$ cat src/rtl/store_pkg.sv
// Shared types for the store packer: request size encoding and FSM states.
package store_pkg;

    localparam int LANES     = 4;
    localparam int WORD_BITS = 32;

    typedef enum logic [1:0] {
        SZ_B   = 2'b00,
        SZ_H   = 2'b01,
        SZ_W   = 2'b10,
        SZ_ILL = 2'b11
    } size_e;

    typedef enum logic [1:0] {
        IDLE   = 2'b00,
        BEAT1  = 2'b01,
        BEAT2  = 2'b10,
        FINISH = 2'b11
    } state_e;

endpackage

$ cat src/rtl/store_lane_shifter.sv
// Combinational lane placement: byte enables and lane-positioned data for the
// first beat and, when the store crosses a word boundary, the spill-over beat.
module store_lane_shifter
    import store_pkg::*;
(
    input  logic [1:0]           offset,
    input  logic [WORD_BITS-1:0] wdata,
    input  size_e                size,
    output logic [LANES-1:0]     be1,
    output logic [WORD_BITS-1:0] data1,
    output logic [LANES-1:0]     be2,
    output logic [WORD_BITS-1:0] data2,
    output logic                 misaligned,
    output logic                 illegal
);

    logic [LANES-1:0]       base_be;
    logic [WORD_BITS-1:0]   keep;
    logic [2*LANES-1:0]     be_wide;
    logic [2*WORD_BITS-1:0] data_wide;

    always_comb begin
        base_be = '0;
        keep    = '0;
        case (size)
            SZ_B:    begin base_be = 4'b0001; keep = 32'h0000_00FF; end
            SZ_H:    begin base_be = 4'b0011; keep = 32'h0000_FFFF; end
            SZ_W:    begin base_be = 4'b1111; keep = 32'hFFFF_FFFF; end
            default: begin base_be = 4'b0000; keep = 32'h0000_0000; end
        endcase
        // Shift into a double-word window; the upper half is what spills past the word.
        be_wide   = {{LANES{1'b0}}, base_be} << offset;
        data_wide = {{WORD_BITS{1'b0}}, wdata & keep} << {offset, 3'b000};
    end

    assign be1        = be_wide[LANES-1:0];
    assign be2        = be_wide[2*LANES-1:LANES];
    assign data1      = data_wide[WORD_BITS-1:0];
    assign data2      = data_wide[2*WORD_BITS-1:WORD_BITS];
    assign misaligned = ((size == SZ_H) && (offset == 2'd3)) ||
                        ((size == SZ_W) && (offset != 2'd0));
    assign illegal    = (size == SZ_ILL);

endmodule

$ cat src/rtl/store_packer.sv
// Store packer: turns SB/SH/SW requests into word-aligned bus beats with byte
// enables. Define STORE_PACKER_MISALIGNED_SPLIT_EN to split boundary-crossing stores.
module store_packer
    import store_pkg::*;
(
    input  logic                 clk,
    input  logic                 reset,
    input  logic                 req_valid,
    output logic                 req_ready,
    input  logic [31:0]          req_addr,
    input  logic [31:0]          req_wdata,
    input  logic [1:0]           req_size,
    output logic                 bus_valid,
    input  logic                 bus_ready,
    output logic [31:0]          bus_addr,
    output logic [31:0]          bus_wdata,
    output logic [LANES-1:0]     bus_be,
    output logic                 done,
    output logic                 err
);

`ifdef STORE_PACKER_MISALIGNED_SPLIT_EN
    localparam bit SPLIT_EN = 1'b1;
`else
    localparam bit SPLIT_EN = 1'b0;
`endif

    state_e             state;
    logic [LANES-1:0]   be1, be2, pend_be;
    logic [31:0]        data1, data2, pend_data;
    logic               misaligned, illegal, split_q;

    store_lane_shifter u_shifter (
        .offset     (req_addr[1:0]),
        .wdata      (req_wdata),
        .size       (size_e'(req_size)),
        .be1        (be1),
        .data1      (data1),
        .be2        (be2),
        .data2      (data2),
        .misaligned (misaligned),
        .illegal    (illegal)
    );

    always_ff @(posedge clk) begin
        if (reset) begin
            state     <= IDLE;
            req_ready <= 1'b1;
            bus_valid <= 1'b0;
            bus_addr  <= '0;
            bus_wdata <= '0;
            bus_be    <= '0;
            done      <= 1'b0;
            err       <= 1'b0;
            pend_be   <= '0;
            pend_data <= '0;
            split_q   <= 1'b0;
        end else begin
            done <= 1'b0;
            err  <= 1'b0;
            case (state)
                IDLE: begin
                    if (req_valid) begin
                        // Rejected requests never leave IDLE; err is the only trace.
                        if (illegal || (misaligned && !SPLIT_EN)) begin
                            err <= 1'b1;
                        end else begin
                            state     <= BEAT1;
                            req_ready <= 1'b0;
                            bus_valid <= 1'b1;
                            bus_addr  <= {req_addr[31:2], 2'b00};
                            bus_wdata <= data1;
                            bus_be    <= be1;
                            pend_be   <= be2;
                            pend_data <= data2;
                            split_q   <= misaligned && SPLIT_EN;
                        end
                    end
                end
                BEAT1: begin
                    if (bus_ready) begin
                        if (split_q) begin
                            state     <= BEAT2;
                            bus_addr  <= bus_addr + 32'd4;
                            bus_wdata <= pend_data;
                            bus_be    <= pend_be;
                        end else begin
                            state     <= FINISH;
                            done      <= 1'b1;
                            bus_valid <= 1'b0;
                            bus_addr  <= '0;
                            bus_wdata <= '0;
                            bus_be    <= '0;
                        end
                    end
                end
                BEAT2: begin
                    if (bus_ready) begin
                        state     <= FINISH;
                        done      <= 1'b1;
                        bus_valid <= 1'b0;
                        bus_addr  <= '0;
                        bus_wdata <= '0;
                        bus_be    <= '0;
                    end
                end
                FINISH: begin
                    state     <= IDLE;
                    req_ready <= 1'b1;
                    split_q   <= 1'b0;
                end
                default: begin
                    state     <= IDLE;
                    req_ready <= 1'b1;
                end
            endcase
        end
    end

endmodule

$ cat config.mk
export PLATFORM = sky130hd
export DESIGN_NAME = store_packer
export DESIGN_NICKNAME = d
export VERILOG_FILES = /design/src/rtl/store_pkg.sv /design/src/rtl/store_lane_shifter.sv /design/src/rtl/store_packer.sv
export SDC_FILE = /design/constraint.sdc
export NUM_CORES = 1
export LEC_CHECK = 0
export ABC_AREA = 1
export BUFFER_PORTS_ARGS = -buffer_cell sky130_fd_sc_hd__buf_2
export CAP_MARGIN = 5
export CELL_PAD_IN_SITES_DETAIL_PLACEMENT = 2
export CELL_PAD_IN_SITES_GLOBAL_PLACEMENT = 2
export CORE_MARGIN = 2
export CORE_UTILIZATION = 26
export CTS_CLUSTER_DIAMETER = 30
export DETAILED_ROUTE_END_ITERATION = 10
export GPL_ROUTABILITY_DRIVEN = 0
export PLACE_DENSITY_LB_ADDON = 0.15
export RECOVER_POWER = 100
export SYNTH_ARGS = -nofsm -noshare
export SYNTH_HDL_FRONTEND = slang
export SYNTH_SLANG_ARGS = --single-unit
$ cat constraint.sdc
create_clock -name clk -period 5.26 [get_ports clk]
set_input_delay 1.315 -clock clk [delete_from_list [all_inputs] [get_ports clk]]
set_output_delay 1.315 -clock clk [all_outputs]
set_load 0.005 [all_outputs]
# Word-level counts from Yosys, hierarchy flattened
# Cells that the tools add are included.
dict set report totals {
  wordCells 85
  out_inout_bits 72
  input_bits 70
  regBits 111
}
dict set report op_classes {
  shifts 2
  n_eq_ne 12
  reduce_logical 15
  n_addsub 1
  bitwise 4
  mux 40
}
# op count
set ops {}
lappend ops {{$mux W32} 9}
lappend ops {{$pmux W32 S3} 3}
lappend ops {{$shl A32 B5 Y64} 1}
lappend ops {{$add A32 B3 Y32 const B} 1}
lappend ops {{$and A32 B32 Y32} 1}
lappend ops {{$pmux W4 S3} 2}
lappend ops {{$mux W4} 5}
lappend ops {{$mux W1} 12}
lappend ops {{$eq A2 B2 Y1 const B} 5}
lappend ops {{$ne A2 B2 Y1 const B} 5}
lappend ops {{$mux W2} 4}
lappend ops {{$pmux W2 S4} 1}
lappend ops {{$shl A4 B2 Y8} 1}
lappend ops {{$pmux W1 S2} 3}
lappend ops {{$reduce_and A3 Y1} 2}
lappend ops {{$reduce_and A6 Y1} 1}
lappend ops {{$reduce_and A5 Y1} 1}
lappend ops {{$eq A2 B1 Y1 const B} 2}
lappend ops {{$logic_not A2 Y1} 2}
lappend ops {{$reduce_and A4 Y1} 1}
lappend ops {{$reduce_bool A2 Y1} 2}
lappend ops {{$not A1 Y1} 3}
lappend ops {{$pmux W1 S3} 1}
lappend ops {{$reduce_bool A3 Y1} 1}
lappend ops {{other kinds (3)} 5}

# Logic depth before layout (Yosys ltp)
# Gate-level depths: netlist of the first run.
dict set report logic_depth {
  ltp_word 7
  ltp_mapped 10
  mapped_depth_nobuf 10
}

# Hierarchy
# From an unflattened synthesis of the first run, not the netlist that was laid out.
dict set report hier_totals {
  cells_unflattened 819
  hier_area_um2 4904.7
}
# mod seq_area_each_um2 cells_per_inst area_each_um2 instances
set modules_own_cells {}
lappend modules_own_cells {store_packer 1441.4 561 3602.2 1}
lappend modules_own_cells {store_lane_shifter 0.0 258 1302.5 1}

# Worst setup path after synthesis of the first run
# No wires, ideal clock.
dict set report synth_timing {
  kind {in2reg}
  from {input req_size[0]}
  to {register bus_be[0]}
  path_buffers 2
  slack_ps 2662
  t_required_ps 5146
  stages 9
  setup_ps 114
  t_arrival_ps 2484
  cell_sequence {ha_1 -> nor2_4 -> nand2_1 -> nand3_1 -> nand4_2 -> buf_4 -> buf_2 -> a21oi_1 -> nor2_1}
}
dict set report synth_between {
  elab_chain_cells 6
  word_cells_on_any_way 15
  classes_between {4 x eq/ne; 1 x shift; 4 x mux; 6 x reduce/logical}
}
# element line
set synth_lines {}
lappend synth_lines {{from (decl)} store_packer.sv:12} ;# input logic [1:0] req_size,
lappend synth_lines {{$eq A2 B2 Y1 (tied with other cells)} {store_lane_shifter.sv:25, store_lane_shifter.sv:41}}
lappend synth_lines {{$pmux W4 S3 (tied with other cells)} store_lane_shifter.sv:25} ;# case (size)
lappend synth_lines {{$shl A4 B2 Y8 / $logic_or A1 B1 Y1 (equally long branches)} {store_lane_shifter.sv:32, store_lane_shifter.sv:40}}
lappend synth_lines {{$mux W4 / $logic_or A1 B1 Y1 (equally long branches)} store_packer.sv:65} ;# if (illegal || (misaligned && !SPLIT_EN)) begin
lappend synth_lines {{$mux W4 / $ne A2 B2 Y1 (equally long branches)} --}
lappend synth_lines {{$pmux W4 S3 / $reduce_and A5 Y1 (equally long branches)} --}
lappend synth_lines {{to (signal assigned)} store_packer.sv:86} ;# bus_be <= pend_be;
lappend synth_lines {{to (decl)} store_packer.sv:17} ;# output logic [LANES-1:0] bus_be,
# Several ways; a longest one is shown, not always the timed one. The select of a mux whose other input is x is not followed.
# A chain may end at the register's enable or synchronous reset.

# Worst setup path after layout of the first run
dict set report layout_timing {
  from {input req_size[0]}
  to {register bus_addr[27]}
}
dict set report layout_between {
  elab_chain_cells 6
  word_cells_on_any_way 9
  classes_between {4 x eq/ne; 5 x reduce/logical}
}
# element line
set layout_lines {}
lappend layout_lines {{$eq A2 B1 Y1 / $eq A2 B2 Y1 (equally long branches)} {store_lane_shifter.sv:40, store_lane_shifter.sv:41}}
lappend layout_lines {{$logic_and A1 B1 Y1, on equally long branches} {store_lane_shifter.sv:40, store_lane_shifter.sv:41}}
lappend layout_lines {{$logic_or A1 B1 Y1} store_lane_shifter.sv:40} ;# assign misaligned = ((size == SZ_H) && (offset == 2'd3)) ||
lappend layout_lines {{$logic_or A1 B1 Y1 *} store_packer.sv:65}
lappend layout_lines {{$ne A2 B2 Y1 (no line) *} --}
lappend layout_lines {{$reduce_and A5 Y1 (no line) *} --}
lappend layout_lines {{to (signal assigned)} store_packer.sv:71} ;# bus_addr <= {req_addr[31:2], 2'b00};
lappend layout_lines {{to (signal assigned)} store_packer.sv:84} ;# bus_addr <= bus_addr + 32'd4;
lappend layout_lines {{to (decl)} store_packer.sv:15} ;# output logic [31:0] bus_addr,
# Every way passes the cells marked *; elsewhere a longest branch is shown, timed or not.

==> results of run 1 <==
==> final timing paths <==
path,to
worst min register to register,bus_addr[29]$_SDFFE_PP0P_
worst max register to register,bus_addr[21]$_SDFFE_PP0P_
worst max-delay path,bus_addr[27]$_SDFFE_PP0P_
worst min-delay path,bus_addr[29]$_SDFFE_PP0P_
==> worst max-delay path: cells and delay by family <==
kind / cells / cell delay, ns
simple gates: 5 / 1.36
buf+inv: 2 / 0.83
compound gates: 1 / 0.35
fa+ha+maj: 1 / 0.24
==> kinds of logic after synthesis <==
| group | after synthesis | share of synthesized area [%] |
|---|---|---|
| AOI/OAI and AO/OA | 94 | 12.4 |
| adders and majority gates | 9 | 2.93 |
| buffers and inverters | 139 | 14.2 |
| DFF | 72 | 37.5 |
| other | 1 | 0.0976 |
| and+or+nand+nor | 313 | 32.9 |
==> metal layers <==
layer	part of all wire, %	vias to the layer above	global-route usage [%]
met5	0	-	0
met4	0.99	0	4.71
met3	4.7	9	3.34
met2	47	97	33.2
met1	47	2068	26.2
li1	-	2148	-
==> synthesized netlist by cell type (all sizes together) <==
cell type	number
nor3	2
nand2	177
nand3	11
nor2	101
conb	1
clkinv	2
o21ai	32
o211ai	2
nand4	21
buf	13
inv	101
a21oi	60
clkbuf	23
ha	9
nor4	1
dfxtp	72
==> cells in the final DEF, fill, tap and decap left out <==
master,netlist,final
nand2_1,177,177
buf_2,10,104
inv_1,101,101
nor2_1,99,100
dfxtp_1,72,72
a21oi_1,60,60
clkbuf_1,23,36
o21ai_0,31,31
nand4_1,20,20
nand3_1,11,11
ha_1,9,9
clkbuf_16,0,9
buf_4,3,4
clkinv_1,2,2
o211ai_1,2,2
nor3_1,2,2
conb_1,1,2
clkbuf_8,0,2
o21ai_2,0,1
nand4_4,0,1
nor2_2,1,1
nor4_1,1,1
inv_6,0,1
clkinvlp_4,0,1
bufinv_16,0,1
clkinv_2,0,1
buf_1,0,1
==> layout make-up <==
| cell class | instances | area share, % |
|---|---|---|
| repair buffers | 144 | 14.0 |
| inverters | 103 | 7.87 |
| clock inverters | 4 | 1.04 |
| well taps | 184 | 4.68 |
| flip-flops and latches | 72 | 29.3 |
| multi-input cells | 418 | 37.9 |
| clock buffers | 12 | 5.22 |
==> sequential cells by signal, summed over array words and instances (netlist names) <==
name and flops:
bus_wdata 32, done 1, err 1, bus_be 4, bus_addr 30, req_ready 1, bus_valid 1, state 2
==> metrics by stage <==
| stage | setup slack [ns] | util (%) | area (um2) | std cells |
|---|---|---|---|---|
| 6_report | 1.38 | 33.9 | 4910 | 937 |
| 5_1_grt | 1.02 | 33.9 | 4910 | 937 |
| 4_1_cts | 1.91 | 34.3 | 4970 | 937 |
| 3_5_place_dp | 1.59 | 32.2 | 4660 | 921 |
| 3_3_place_gp | 1.75 | 32.2 | 4660 | 921 |
| 2_1_floorplan | 2.66 | - | 3840 | 629 |
==> power breakdown <==
group          leakage [nW]  total, mW  switching, mW  internal, mW
clock network         0.149      0.643          0.248         0.395
registers             0.593      0.860          0.116         0.744
logic                  1.81       1.22          0.808         0.407
total                  2.55       2.72           1.17          1.55
==> metrics.md, run 1 <==
| Metric | Value |
|---|---|
| Outcome | finished clean |
| Area of the die | 15800 um2 |
| Antenna Diode Count | 0 |
| Pre-antenna DRT Iters | 4 |
| GRT overflow | 0 |
| Number of global-route vias before repair | 4689 |
| Leak | 2.55 nW |
| R2R cell count | 7 |
| Worst hold start | bus_addr[29]$_SDFFE_PP0P_ |
| Antenna viol nets, final | 0 |
| Maxcap violations | 0 |
| DIE WIDTH | 126 um |
| DP HPWL | 11.4 mm |
| Largest stage delay on the critical path | 0.73 ns |
| Fillers | 1822 |
| Setup TNS | 0 ns |
| Hold Vio Cnt, Final | 0 |
| Synth Cell Area | 3840 um2 |
| CTS H-tree depth | 3 |
| Seq/Total Area, Yosys | 37.5% |
| First-pass GRT wire length | 24.6 mm |
| CTS clk-pin slew, worst paths | 0.06 ns |
| Number of hold buffers added after CTS | 0 |
| Vias per std cell | 4.61 |
| Via count | 4322 |
| Area Overhead vs Synth | 27.9% |
| Crit end category | flip-flop |
| Syn Area/Cell | 6.12 um2 |
| RSZ-0062 raised after global routing | false |
| Slew headroom | 9.31% |
| # port buffers | 139 |
| Io pins | 142 |
| Largest net degree at the start of global routing | 50 |
| Hold Path Depth | 2 |
| RR Startpoint | state[1]$_SDFFE_PP0P_ |
| Antenna violations before repair | 0 |
| Clock root cell | clkbuf_16 |
| Final setup vio count | 0 |
| Post-CTS Setup Bufs | 0 |
| Worst vdd ir | 208 uV |
| Core area | 14500 um2 |
| Worst hold slack | 0.467 ns |
| Fmax achieved | 258 MHz |
| Post-Syn Instances | 628 |
| Seq. cell area | 1440 um2 |
| Worst-skew pair later-pin latency | 0.34 ns |
| Layout cell share with drive strength beyond 1 | 16.7% |
| Skew final | 0.00485 ns |
| Post-synth top area share | 37.5% |
| Clock Sinks | 72 |
| Post-CTS sizing | 0 |
| #FFs+latches synth | 72 |
| Fin. max-slew vios | 0 |
| Critical Path AT | 4.10 ns |
| PwrDens | 553 nW/um2 |
| Yosys cell types | 21 |
| Die Y | 126 um |
| Final Power | 2.72 mW |
| Post-Route WL | 15.2 mm |
| R2R Setup Slk | 1.85 ns |
| Site row count | 44 |
| CTS tree | done |
| Fin nets | 827 |
| Tmin final | 3.88 ns |
| DRT iter0 DRCs | 119 |
| Cell accounting for the most synthesized area | dfxtp_1 |
| Num CTS Buffers | 9 |
| Worst Setup SP | req_size[0] |
| HP Class | reg -> reg |
| Maximum fanout along the worst path | 49 |
| Worst-path cell chain | clkbuf_1 > ha_1 > nor2_1 > nand2_1 > nand3_1 > nand4_4 > clkbuf_1 > a21oi_1 > nor2_1 |
| Data required time of the worst path | 5.49 ns |
| Total Routing Usage GR | 19.7% |
| Least-Margin Pin Slew | 1.36 ns |
| Top cells by area, synth | dfxtp_1, nand2_1, inv_1 |
| Startpoint types | input port |
| Avg WL per Cell | 16.2 um |
| Starting density of the core | 26.5% |
| Area of the multi-input gates | 1860 um2 |
| Slowest cell on crit path | clkbuf_1 |
| DRC violations left | 0 |
| Crit path kind | in -> reg |
| Number of synthesis warnings | 0 |
| Tcrit/Tclk final | 73.7% |
| Clock buffer depth | 2 |
(Power assumes the default switching activity.)
==> run 2, diff against run 1 <==
- ABC_AREA: 1 -> 0
- CORE_UTILIZATION: 26 -> 27
- clock period: 5.26 -> 3.5 ns (I/O delays scaled with it)
==> metrics.md, run 2 <==
| Metric | Value |
|---|---|
| Layout cell share with drive strength beyond 1 | 30.8% |
| Io pins | 142 |
| Post-synth top area share | 35.3% |
| Largest net degree at the start of global routing | 79 |
| # port buffers | 139 |
| Num CTS Buffers | 9 |
| Clock Sinks | 72 |
| Synth Area in Adders | 2.76% |
| Final setup vio count | 0 |
| Maxcap violations | 0 |
| Tmin final | 2.87 ns |
| Startpoint types | input port |
| PwrDens | 727 nW/um2 |
| Die Y | 127 um |
| Number of hold buffers added after CTS | 0 |
| Number of synthesis warnings | 0 |
| Area of the multi-input gates | 2380 um2 |
| Pre-antenna DRT Iters | 4 |
| Number of global-route vias before repair | 3779 |
| Total Routing Usage GR | 16.5% |
| Area Overhead vs Synth | 24.3% |
| Post-synthesis simple-gate area fraction | 28.1% |
| Fin nets | 630 |
| Post-Syn Instances | 428 |
| Top layer in use | met5 |
| RSZ-0062 raised after global routing | false |
| Skew final | 0.00576 ns |
| Clock root cell | clkbuf_16 |
| Post-CTS sizing | 0 |
| Slowest cell on crit path | a21o_1 |
| Area of the die | 16100 um2 |
| Syn Area/Cell | 9.54 um2 |
| Number of synthesized flops with an enable pin | 0 |
| Via count | 3560 |
| Synth Area in Compound Gates | 9.22% |
| First-pass GRT wire length | 20.7 mm |
| Commonest cells after routing, fill and taps aside | buf_2, dfxtp_1, mux2i_1 |
| GRT overflow | 0 |
| Fin. max-slew vios | 0 |
| Post-Route WL | 13.1 mm |
| Register share of total power | 32.5% |
| Slew headroom | 9.71% |
| DRC violations left | 0 |
| Worst-skew pair later-pin latency | 0.34 ns |
| Final instance area | 5080 um2 |
| Clock buffer depth | 2 |
| Synth Cell Area | 4080 um2 |
| Async S/R FF share, synth | 0% |
| CTS H-tree depth | 3 |
| Outcome | finished clean |
| Crit end category | flip-flop |
| Placed cell count | 724 |
| Largest Register | bus_wdata |
| Tcrit/Tclk final | 82.1% |
| Top cells by area, synth | dfxtp_1, mux2i_1, nand2b_1 |
| Largest stage delay on the critical path | 0.63 ns |
| HP Class | reg -> reg |
| Core area | 14600 um2 |
| Avg WL per Cell | 17.8 um |
| Antenna violations before repair | 2 |
| WL met2 | 6.58 mm |
| Setup TNS | 0 ns |
| Data required time of the worst path | 3.73 ns |
| Synth top cells by count | dfxtp_1, mux2i_1, nand2b_1 |
| Crit path kind | in -> reg |
| Internal power | 2.31 mW |
| Seq/Total Area, Yosys | 35.3% |
| Met3 WL post-DR | 683 um |
| Vias per std cell | 4.82 |
| Largest registers | bus_wdata: 32 flops, bus_addr: 30 flops, bus_be: 4 flops |
| DP HPWL | 9.56 mm |
| Site row count | 44 |
| R2R Setup Slk | 0.88 ns |
| Fillers | 1720 |
| Most common cell after layout, fill and taps aside | buf_2 |
| XOR/XNOR share of the synthesized area | 0% |
| Power share of the clock group | 23.5% |
| Antenna Diode Count | 0 |
| Yosys cell types | 38 |
| Worst-path cell chain | clkbuf_1 > inv_1 > ha_1 > a21oi_4 > o2111ai_1 > a21o_1 > buf_4 > mux2_2 |
| Seq. cell area | 1440 um2 |
| Final non-filler cell total | 739 |
| Final Power | 3.69 mW |
| Switch Pwr | 1.38 mW |
| Most frequent cell after synthesis | dfxtp_1 |
| Max reg flops | 32 |
| Largest family of logic cells by synthesized area | simple AND/OR/NAND/NOR gates |
| Fmax achieved | 348 MHz |
| CTS clk-pin slew, worst paths | 0.06 ns |
| Worst vdd ir | 266 uV |
| Leak | 2.19 nW |
| Wire length on met1 | 5.68 mm |
| Cell accounting for the most synthesized area | dfxtp_1 |
| Main synth FF type | dfxtp_1 |
| Antenna viol nets, final | 0 |
| Maximum fanout along the worst path | 13 |
| Switching Fraction | 37.4% |
| Starting density of the core | 27.9% |
| #FFs+latches synth | 72 |
| CTS tree | done |
| Mux share of post-synthesis cell area | 19.0% |
| Hold Vio Cnt, Final | 0 |
| Power share of the combinational group | 44.1% |
| Worst hold slack | 0.475 ns |
| DRT iter0 DRCs | 137 |
| Post-CTS Setup Bufs | 0 |
| Placed inst area | 4910 um2 |
| Least-Margin Pin Slew | 1.35 ns |
| Critical Path AT | 3.10 ns |
| DIE WIDTH | 127 um |
[run 2: cell count changes after synthesis, sizes merged, moves of 20 or more]
cell / delta
a21oi: -39
inv: -95
mux2i: +54
nand2: -158
nand2b: +52
nand3b: +20
nand4: -21
nor2: -94
nor2b: +23
o21ai: -24
or3b: +32
[run 2: metrics by stage]
step | utilization, % | setup slack, ns
2_1_floorplan | - | 1.20
3_3_place_gp | 33.5 | 0.649
3_5_place_dp | 33.5 | 0.554
4_1_cts | 35.4 | 0.914
5_1_grt | 34.7 | 0.410
6_report | 34.7 | 0.627
[run 2: layer usage]
metal,up-vias,global-route usage (%)
met1,1734,20.1
met4,4,5.62
met2,81,28.2
met5,-,0
met3,18,4.44
li1,1723,-
[run 2: critical path: cells and delay by family]
| kind | cells | cell delay (ns) |
|---|---|---|
| AOI/OAI and AO/OA | 3 | 1.05 |
| buffers and inverters | 3 | 0.55 |
| adders and majority gates | 1 | 0.24 |
| muxes | 1 | 0.37 |
[run 2: final timing paths]
| check | from | to | cells past startpoint |
|---|---|---|---|
| worst max-delay path | req_size[0] | bus_wdata[19]$_SDFFE_PP0P_ | 8 |
| worst max register to register | state[0]$_SDFFE_PP0P_ | bus_addr[14]$_SDFFE_PP0P_ | 7 |
| worst min-delay path | bus_addr[19]$_SDFFE_PP0P_ | bus_addr[19]$_SDFFE_PP0P_ | 2 |
| worst min register to register | bus_addr[19]$_SDFFE_PP0P_ | bus_addr[19]$_SDFFE_PP0P_ | 2 |
[run 2: final cells by class]
class | count | area share [%]
clock inverter | 4 | 0.394
timing repair buffer | 149 | 14.3
inverter | 6 | 0.444
clock buffer | 11 | 4.98
sequential | 72 | 28.4
multi-input combinational | 313 | 46.9
tap | 184 | 4.53
[run 2: logic make-up (layout without fill, tap and decap cells)]
kind of cell             after synthesis  count (layout)
AO/OA/AOI/OAI                         56              56
flip-flops                            72              72
other                                  1               2
adder cells (fa/ha/maj)                9               9
multiplexers                          72              72
buffers and inverters                 44             170
AND/OR/NAND/NOR                      174             174
[run 2: power by group through the flow]
stage	clock network (mW)	registers (mW)	logic (mW)
3_3_place_gp	0	1.20	1.71
4_1_cts	0.902	1.20	1.77
6_report	0.866	1.20	1.63
5_1_grt	0.935	1.23	1.79
3_5_place_dp	0	1.21	1.76
2_1_floorplan	0	1.22	1.16
==> run 3, diff against run 2 <==
- CORE_UTILIZATION: 27 -> 30
- clock period: 3.5 -> 2.8 ns (I/O delays scaled with it)
==> metrics.md, run 3 (synthesis gave the netlist of run 2 again) <==
| Metric | Value |
|---|---|
| Outcome | finished clean |
| RR Startpoint | state[0]$_SDFFE_PP0P_ |
| Largest Register | bus_wdata |
| GRT overflow | 0 |
| Number of hold buffers added after CTS | 0 |
| Largest stage delay on the critical path | 0.53 ns |
| Fin. max-slew vios | 0 |
| Hold Path Depth | 2 |
| Crit end category | flip-flop |
| Tmin final | 2.39 ns |
| PwrDens | 929 nW/um2 |
| Final core utilization | 39.0% |
| DRT iter0 DRCs | 111 |
| Worst hold start | bus_wdata[17]$_SDFFE_PP0P_ |
| Slew headroom | 52.9% |
| Final instance area | 5160 um2 |
| Largest registers | bus_wdata: 32 flops, bus_addr: 30 flops, bus_be: 4 flops |
| Crit path kind | reg -> reg |
| Pre-CTS WS | 0.301 ns |
| DP HPWL | 9.35 mm |
| Hold EP | bus_wdata[17]$_SDFFE_PP0P_ |
| Hold Vio Cnt, Final | 0 |
| DRC violations left | 0 |
| Top delay family on crit path | simple AND/OR/NAND/NOR gates |
| Number of global-route vias before repair | 3799 |
| Clock Sinks | 72 |
| Antenna violations before repair | 1 |
| Max reg flops | 32 |
| Fmax achieved | 419 MHz |
| Vias per std cell | 4.85 |
| Worst vdd ir | 477 uV |
| Post-CTS sizing | 0 |
| Final setup vio count | 0 |
| Placed inst area | 4960 um2 |
| Tcrit/Tclk final | 85.3% |
| Leak | 2.23 nW |
| Most used cell, CP | buf_4 |
| Worst-path cell chain | inv_1 > ha_1 > or2_0 > buf_4 > nor4_2 > buf_4 > nand2_1 > mux2i_1 |
| Post-Route WL | 12.9 mm |
| Clock buffer depth | 2 |
| Area of the die | 14600 um2 |
| Fin nets | 635 |
| R2R Setup Slk | 0.41 ns |
| Layout cell share with drive strength beyond 1 | 30.8% |
| Reg-to-reg critical path endpoint | bus_wdata[5]$_SDFFE_PP0P_ |
| Starting density of the core | 30.8% |
| Largest net degree at the start of global routing | 63 |
| Data required time of the worst path | 3.06 ns |
| Slowest cell on crit path | nor4_2 |
| Least-Margin Pin Slew | 0.700 ns |
| DIE WIDTH | 121 um |
| Die Y | 121 um |
| Maximum fanout along the worst path | 8 |
| First-pass GRT wire length | 20.4 mm |
| CTS tree | done |
| Final non-filler cell total | 738 |
| Seq. cell area | 1440 um2 |
| Setup TNS | 0 ns |
| Area of the multi-input gates | 2370 um2 |
| Area Overhead vs Synth | 26.5% |
| Maxcap violations | 0 |
| Pre-antenna DRT Iters | 4 |
| CTS clk-pin slew, worst paths | 0.06 ns |
| Io pins | 142 |
| Most common cell after layout, fill and taps aside | buf_2 |
| Core area | 13200 um2 |
| Site row count | 42 |
| Fillers | 1560 |
| Post-CTS Setup Bufs | 0 |
| # port buffers | 139 |
| CTS H-tree depth | 3 |
| Placed cell count | 721 |
| HP Class | reg -> reg |
| Skew final | 0.00615 ns |
| WP buf/inv | 3 |
| Total Routing Usage GR | 18.0% |
| PnR worst setup slack | 0.413 ns |
| Via count | 3576 |
| Antenna viol nets, final | 0 |
| Worst-skew pair later-pin latency | 0.34 ns |
| R2R cell count | 8 |
| Avg WL per Cell | 17.5 um |
| Commonest cells after routing, fill and taps aside | buf_2, dfxtp_1, mux2i_1 |
| Startpoint types | flip-flop |
| RSZ-0062 raised after global routing | false |
| Critical Path AT | 2.65 ns |
| Clock root cell | clkbuf_16 |
| Num CTS Buffers | 9 |
==> run 3: changes by cell type in the layout (fill, tap and decap cells not counted), moves of 2 or more <==
| cell | delta |
|---|---|
| buf_12 | +2 |
| buf_2 | -2 |
| buf_4 | +4 |
| clkbuf_1 | +2 |
| clkbuf_8 | +2 |
| clkinv_2 | -3 |
==> run 3: worst register-to-register path: stages, from the launching register on <==
cell and delay, ns:
dfxtp_1 0.44, inv_1 0.10, ha_1 0.34, or2_0 0.25, buf_4 0.18, nor4_2 0.53, buf_4 0.26, nand2_1 0.07
mux2i_1 0.15
==> run 3: worst max path at each step <==
stage	start	endpoint	slack, ns	cells past startpoint
floorplan	req_size[0]	bus_valid$_SDFFE_PP0P_	0.67	8
global placement	req_size[0]	bus_be[1]$_SDFFE_PP0P_	0.38	8
detailed placement	req_size[0]	bus_wdata[22]$_SDFFE_PP0P_	0.30	8
CTS	state[0]$_SDFFE_PP0P_	bus_wdata[5]$_SDFFE_PP0P_	0.61	8
global route	state[0]$_SDFFE_PP0P_	bus_wdata[5]$_SDFFE_PP0P_	0.25	8
finish	state[0]$_SDFFE_PP0P_	bus_wdata[5]$_SDFFE_PP0P_	0.41	8
==> run 3: report_power, final <==
group / leakage [nW] / total (mW) / internal [mW] / switching [mW]
Sequential: 0.587 / 1.50 / 1.33 / 0.174
Combinational: 1.48 / 2.06 / 0.954 / 1.11
Clock: 0.159 / 1.23 / 0.786 / 0.446
==> run 3: final cells by class <==
type	instances	area share, %
antenna	1	0.0484
clock buffer	14	5.50
clock inverter	2	0.678
inverter	6	0.436
multi-input combinational	313	45.9
sequential	72	27.9
tap	176	4.26
timing repair buffer	154	15.3
==> run 3: stage by stage <==
step,total power [mW],hold WS [ns]
after detailed placement,3.74,0.466
after global placement,3.67,0.456
after floorplan,2.97,0.465
final,4.80,0.476
after global routing,5.13,0.493
after CTS,5.00,0.479
==> run 3: metal layers <==
| metal | track usage, % | routed length [um] | up-vias |
|---|---|---|---|
| li1 | - | - | 1734 |
| met1 | 21.4 | 5590 | 1750 |
| met2 | 31.6 | 6480 | 80 |
| met3 | 4.10 | 605 | 12 |
| met4 | 6.54 | 217 | 0 |
| met5 | 0 | 0 | - |
